## config.mk

```make
export PLATFORM = sky130hd
export DESIGN_NAME = fifo_srl_param_flat
export DESIGN_NICKNAME = d
export VERILOG_FILES = /design/src/rtl/fifo_srl_param_if.sv /design/src/rtl/fifo_srl_param.sv /design/src/flat_wrapper.sv
export SDC_FILE = /design/constraint.sdc
export NUM_CORES = 1
export LEC_CHECK = 0
export BUFFER_PORTS_ARGS = -buffer_cell sky130_fd_sc_hd__buf_2
export CORE_MARGIN = 4
export CORE_UTILIZATION = 43
export DETAILED_ROUTE_END_ITERATION = 6
export GPL_TIMING_DRIVEN = 1
export PLACE_DENSITY = 0.62
export SYNTH_ARGS = -nofsm -noshare
export SYNTH_HDL_FRONTEND = slang
export SYNTH_SLANG_ARGS = --single-unit
```

## constraint.sdc

```tcl
create_clock -name clk -period 11.5 [get_ports clk]
set_input_delay 2.3 -clock clk [delete_from_list [all_inputs] [get_ports clk]]
set_output_delay 2.3 -clock clk [all_outputs]
set_load 0.01 [all_outputs]
```

## src/rtl/fifo_srl_param_if.sv

```systemverilog
// rtl/fifo_srl_param_if.sv - data/flag bundle between a producer/consumer and the SRL FIFO
interface fifo_srl_param_if #(
  parameter int WIDTH = 32,
  parameter int AW    = 4
);
  logic [WIDTH-1:0] pdi;
  logic             iv;
  logic             oe;
  logic             flush;
  logic             clr_err;
  logic [WIDTH-1:0] pdo;
  logic             ov;
  logic             empty;
  logic             full;
  logic             afull;
  logic             aempty;
  logic [AW-1:0]    level;
  logic             ovf;
  logic             udf;

  modport master (
    output pdi, iv, oe, flush, clr_err,
    input  pdo, ov, empty, full, afull, aempty, level, ovf, udf
  );

  modport slave (
    input  pdi, iv, oe, flush, clr_err,
    output pdo, ov, empty, full, afull, aempty, level, ovf, udf
  );
endinterface

```

## src/rtl/fifo_srl_param.sv

```systemverilog
// rtl/fifo_srl_param.sv - shift-register FWFT FIFO, DEPTH = 2**AW-1, with level, flags and sticky errors
module fifo_srl_param #(
  parameter int WIDTH    = 32,
  parameter int AW       = 4,
  parameter int AF_LEVEL = 12,
  parameter int AE_LEVEL = 2
) (
  input logic            clk,
  input logic            rst,
  fifo_srl_param_if.slave bus
);
  localparam int DEPTH = (1 << AW) - 1;
  localparam logic [AW-1:0] ADDR_EMPTY = '1;
  localparam logic [AW-1:0] ADDR_FULL  = AW'(DEPTH - 1);
  localparam logic [AW-1:0] AF_L       = AW'(AF_LEVEL);
  localparam logic [AW-1:0] AE_L       = AW'(AE_LEVEL);

  logic [WIDTH-1:0] mem_q [DEPTH];
  logic [WIDTH-1:0] mem_d [DEPTH];
  logic [AW-1:0]    addr_q, addr_d;
  logic             ovf_q, ovf_d;
  logic             udf_q, udf_d;

  logic          empty_w, full_w, we, rd;
  logic [AW-1:0] level_w;

  // addr points at the oldest tap; all-ones means nothing stored
  assign empty_w = (addr_q == ADDR_EMPTY);
  assign full_w  = (addr_q == ADDR_FULL);
  assign level_w = addr_q + AW'(1);
  assign we      = bus.iv & ~full_w & ~bus.flush;
  assign rd      = bus.oe & ~empty_w & ~bus.flush;

  always_comb begin
    addr_d = addr_q;
    if (bus.flush) begin
      addr_d = ADDR_EMPTY;
    end else if (we && !rd) begin
      addr_d = addr_q + AW'(1);
    end else if (rd && !we) begin
      addr_d = addr_q - AW'(1);
    end
  end

  always_comb begin
    for (int i = 0; i < DEPTH; i++) begin
      mem_d[i] = mem_q[i];
    end
    if (we) begin
      mem_d[0] = bus.pdi;
      for (int i = 1; i < DEPTH; i++) begin
        mem_d[i] = mem_q[i-1];
      end
    end
  end

  // a new error event in the same cycle as clr_err keeps the flag set
  always_comb begin
    ovf_d = (bus.iv & full_w & ~bus.flush) | (ovf_q & ~bus.clr_err);
    udf_d = (bus.oe & empty_w & ~bus.flush) | (udf_q & ~bus.clr_err);
  end

  always_ff @(posedge clk) begin
    if (rst) begin
      addr_q <= ADDR_EMPTY;
      ovf_q  <= 1'b0;
      udf_q  <= 1'b0;
    end else begin
      addr_q <= addr_d;
      ovf_q  <= ovf_d;
      udf_q  <= udf_d;
    end
  end

  always_ff @(posedge clk) begin
    for (int i = 0; i < DEPTH; i++) begin
      mem_q[i] <= mem_d[i];
    end
  end

  assign bus.pdo    = empty_w ? '0 : mem_q[addr_q];
  assign bus.ov     = rd;
  assign bus.empty  = empty_w;
  assign bus.full   = full_w;
  assign bus.afull  = (level_w >= AF_L);
  assign bus.aempty = (level_w <= AE_L);
  assign bus.level  = level_w;
  assign bus.ovf    = ovf_q;
  assign bus.udf    = udf_q;
endmodule

```

## src/flat_wrapper.sv

```systemverilog
// flat-port wrapper written by rule: the top's interface ports become plain ports
module fifo_srl_param_flat 
#(
  parameter int WIDTH    = 32,
  parameter int AW       = 4,
  parameter int AF_LEVEL = 12,
  parameter int AE_LEVEL = 2
)
  (clk, rst, bus_pdi, bus_iv, bus_oe, bus_flush, bus_clr_err, bus_pdo, bus_ov, bus_empty, bus_full, bus_afull, bus_aempty, bus_level, bus_ovf, bus_udf);
  fifo_srl_param_if #(.WIDTH(WIDTH), .AW(AW)) bus_i ();
  input logic clk;
  input logic rst;
  input wire logic [$bits(bus_i.pdi)-1:0] bus_pdi;
  input wire logic [$bits(bus_i.iv)-1:0] bus_iv;
  input wire logic [$bits(bus_i.oe)-1:0] bus_oe;
  input wire logic [$bits(bus_i.flush)-1:0] bus_flush;
  input wire logic [$bits(bus_i.clr_err)-1:0] bus_clr_err;
  output wire logic [$bits(bus_i.pdo)-1:0] bus_pdo;
  output wire logic [$bits(bus_i.ov)-1:0] bus_ov;
  output wire logic [$bits(bus_i.empty)-1:0] bus_empty;
  output wire logic [$bits(bus_i.full)-1:0] bus_full;
  output wire logic [$bits(bus_i.afull)-1:0] bus_afull;
  output wire logic [$bits(bus_i.aempty)-1:0] bus_aempty;
  output wire logic [$bits(bus_i.level)-1:0] bus_level;
  output wire logic [$bits(bus_i.ovf)-1:0] bus_ovf;
  output wire logic [$bits(bus_i.udf)-1:0] bus_udf;
  assign bus_i.pdi = bus_pdi;
  assign bus_i.iv = bus_iv;
  assign bus_i.oe = bus_oe;
  assign bus_i.flush = bus_flush;
  assign bus_i.clr_err = bus_clr_err;
  assign bus_pdo = bus_i.pdo;
  assign bus_ov = bus_i.ov;
  assign bus_empty = bus_i.empty;
  assign bus_full = bus_i.full;
  assign bus_afull = bus_i.afull;
  assign bus_aempty = bus_i.aempty;
  assign bus_level = bus_i.level;
  assign bus_ovf = bus_i.ovf;
  assign bus_udf = bus_i.udf;
  fifo_srl_param #(.WIDTH(WIDTH), .AW(AW), .AF_LEVEL(AF_LEVEL), .AE_LEVEL(AE_LEVEL)) u_core (.clk(clk), .rst(rst), .bus(bus_i));
endmodule
```

==> impl_results.md <==
* Starting Density at roughly 44%
* DR vias/cell at between 5 and 6
* Dpl hpwl at 16900 um
* Syn Area/Cell at 20.7 um^2
* Clock tree sinks at 490
* # DRC at 0
* CTS max path bufs at 3
* Slew @ Worst Pin at approximately 1200 ps
* Asr flop ratio synth at 0%
* Core Area at 0.0432 mm^2
* DIE WIDTH at roughly 220 um
* Final Hold Viols at 0
* Num CTS Buffers at 50
* Top-area cell type share of the netlist area at 76.7%
* Post-Route Skew at 20.3 ps
* Global-route wire length before repair at 50900 um
* Cell accounting for the most synthesized area: edfxtp_1
* Buf/Inv on CP at 3
* Final TNS setup at 0 ps
* Routability-driven placement congestion ratio at ~0.7
* Slowest-stage cell, CP: buf_4
* DP Area at 0.0198 mm^2
* Antenna Cells at 0
* Setup Viol. Count Final at 0
* Critical path's top delay family: buffers and inverters
* Final worst-path cycle share at 51.5%
* Ports at slightly above 80
* Clk_lat worst skew at 570 ps
* Layout cells sized above 1 at between 20% and 30%
* Clock Pin Slew Worst Setup and Hold Paths at 60 ps
* RSZ-0062 raised after global routing: no
* Post-cts gate resize count at 0
* Main synth FF type: edfxtp_1
* Most frequent cells in the layout: edfxtp_1 (480), mux4_2 (96), buf_2 (80)
* # port buffers at 80
* CP arrival at 3620 ps
* Area Overhead vs Synth at 13.4%
* Max Cap Violations at 0
* Unique masters post-synth at 30
* Post-Syn Instances at 906
* Hold WS at 430 ps
* Vias in the first global route at 8887
* 1st-iter DRT viols at 699
* Die area at 0.0471 mm^2
* Synth Warn # at 0
* Via Count at approximately 8600
* Final nets at about 1000
* Commonest non-fill, non-tap cell in the layout: edfxtp_1
* # fillers at 3552
* Crit path max fanout at about 80
* WP data required at just over 9000 ps
* Routed len/inst at 19.7 um
* Post-synth EDFFs at 480
* Register area share after synthesis at 77.8%
* CP endpoint kind: output port
* Setup crit start kind: register
* Largest cells by area after synthesis: edfxtp_1 (77%), mux4_2 (12%), a22oi_1 (2.6%), mux2i_1 (1.7%), nand2_1 (1.4%)
* GR Util All Layers at 13.6%
* Max rail drop VDD at about 0.11 mV
* Fin area at 0.0213 mm^2
* Drt first pass iters at 4
* Chip height at 217 um
* FP Rows at 76
* Root buf cell: clkbuf_16
* Max Fclk at 0.169 GHz
* Largest net degree at the start of global routing at 210
* Post-CTS Setup Inserts at 0
* H-tree levels at 2
* Mapped Area at 0.0188 mm^2
* Initial antenna violation count at 0
* Cell area power density at 180 mW/mm^2
* Net Count, Synth at 948
* CP dominant cell by count: buf_4
* DRT Wirelength at 31900 um
* Crit path largest cell delay at 910 ps
* TritonCTS clock tree: built
* GRT overflow at 0
* Final antenna-violating net count at 0
* Pins Over Slew Limit at 0
* Min-Delay Path Class: reg -> reg
* Status: completed
* Static Leak at 0.00749 uW
* Crit Path Class: reg -> out
* Hold Buf Count CTS at 0
* Max_slew headroom at 22.5%
* Fin crit period at between 5000 and 6000 ps
* CP Cell Sequence: buf_4, buf_4, mux4_2, a22oi_1, nand2_1, buf_2
* Yosys reg bits at 490
==> area by class of cell <==
cell class | count | area [um^2] | share of cell area (%)
tap | 585 | 732 | 3.43
multi-input combinational | 362 | 3880 | 18.2
clock buffer | 60 | 1310 | 6.15
timing repair buffer | 92 | 515 | 2.42
clock inverter | 28 | 234 | 1.10
sequential | 490 | 14600 | 68.6
inverter | 5 | 18.8 | 0.0880
==> state kept, by name, summed over array words and instances, names as in the netlist, named ones only <==
name	flops
u_core.addr_q	4
u_core.mem_q	480
u_core.bus.ovf	1
u_core.bus.udf	1
==> kinds of logic (layout without fill, tap and decap cells) <==
family,after synthesis,in the layout,share of synthesized area [%]
flops,490,490,77.8
mux,128,128,13.2
simple gates,121,121,3.18
compound gates,104,104,3.66
buf+inv,54,185,1.68
xor+xnor,5,5,0.233
fa+ha+maj,4,4,0.266
==> path summary, 6_finish.rpt <==
| kind | depth (start not counted) | startpoint | to | slack [ps] |
|---|---|---|---|---|
| min | 0 | u_core.mem_q[10][29]$_DFFE_PN_ | u_core.mem_q[11][29]$_DFFE_PN_ | 430 |
| min reg2reg | 0 | u_core.mem_q[10][29]$_DFFE_PN_ | u_core.mem_q[11][29]$_DFFE_PN_ | 430 |
| max reg2reg | 6 | u_core.addr_q[0]$_SDFFE_PP1N_ | u_core.mem_q[3][4]$_DFFE_PN_ | 8300 |
| max | 6 | register | bus_pdo[30] | 5580 |
==> routing by layer <==
metal	GRT usage (%)	part of all wire (%)
met1	20.3	47
met5	0	0
met2	20.5	47
met3	2.79	4.8
met4	4.11	2.0
==> stage by stage <==
step | utilization, % | instances | power, uW | setup slack (ps)
after floorplan | - | 906 | 2290 | 1860
after global placement | 45.8 | 1534 | 2330 | 6110
after detailed placement | 45.8 | 1534 | 2340 | 6140
after CTS | 49.4 | 1622 | 3900 | 5500
after global routing | 49.4 | 1622 | 4010 | 5280
final | 49.4 | 1622 | 3840 | 5580
==> synth_stat cells, types with 2 or more instances <==
master,count
xnor2_1,2
inv_1,5
a21oi_1,4
mux4_2,96
nor2b_1,3
dfxtp_1,10
o21ai_0,33
buf_2,19
ha_1,4
and3_1,2
nand3_1,2
nand2_1,69
nor3b_2,3
and2_1,33
edfxtp_1,480
mux2i_1,32
nor2_1,4
buf_6,9
xor2_1,3
clkbuf_1,15
buf_4,6
a22oi_1,64
==> report_power, final <==
part | switching [uW] | total, uW | internal (uW)
sequential | 43.2 | 2100 | 2060
combinational | 110 | 197 | 87.4
clock | 647 | 1540 | 896
total | 800 | 3840 | 3040
Power figures use the tool's default switching activity.
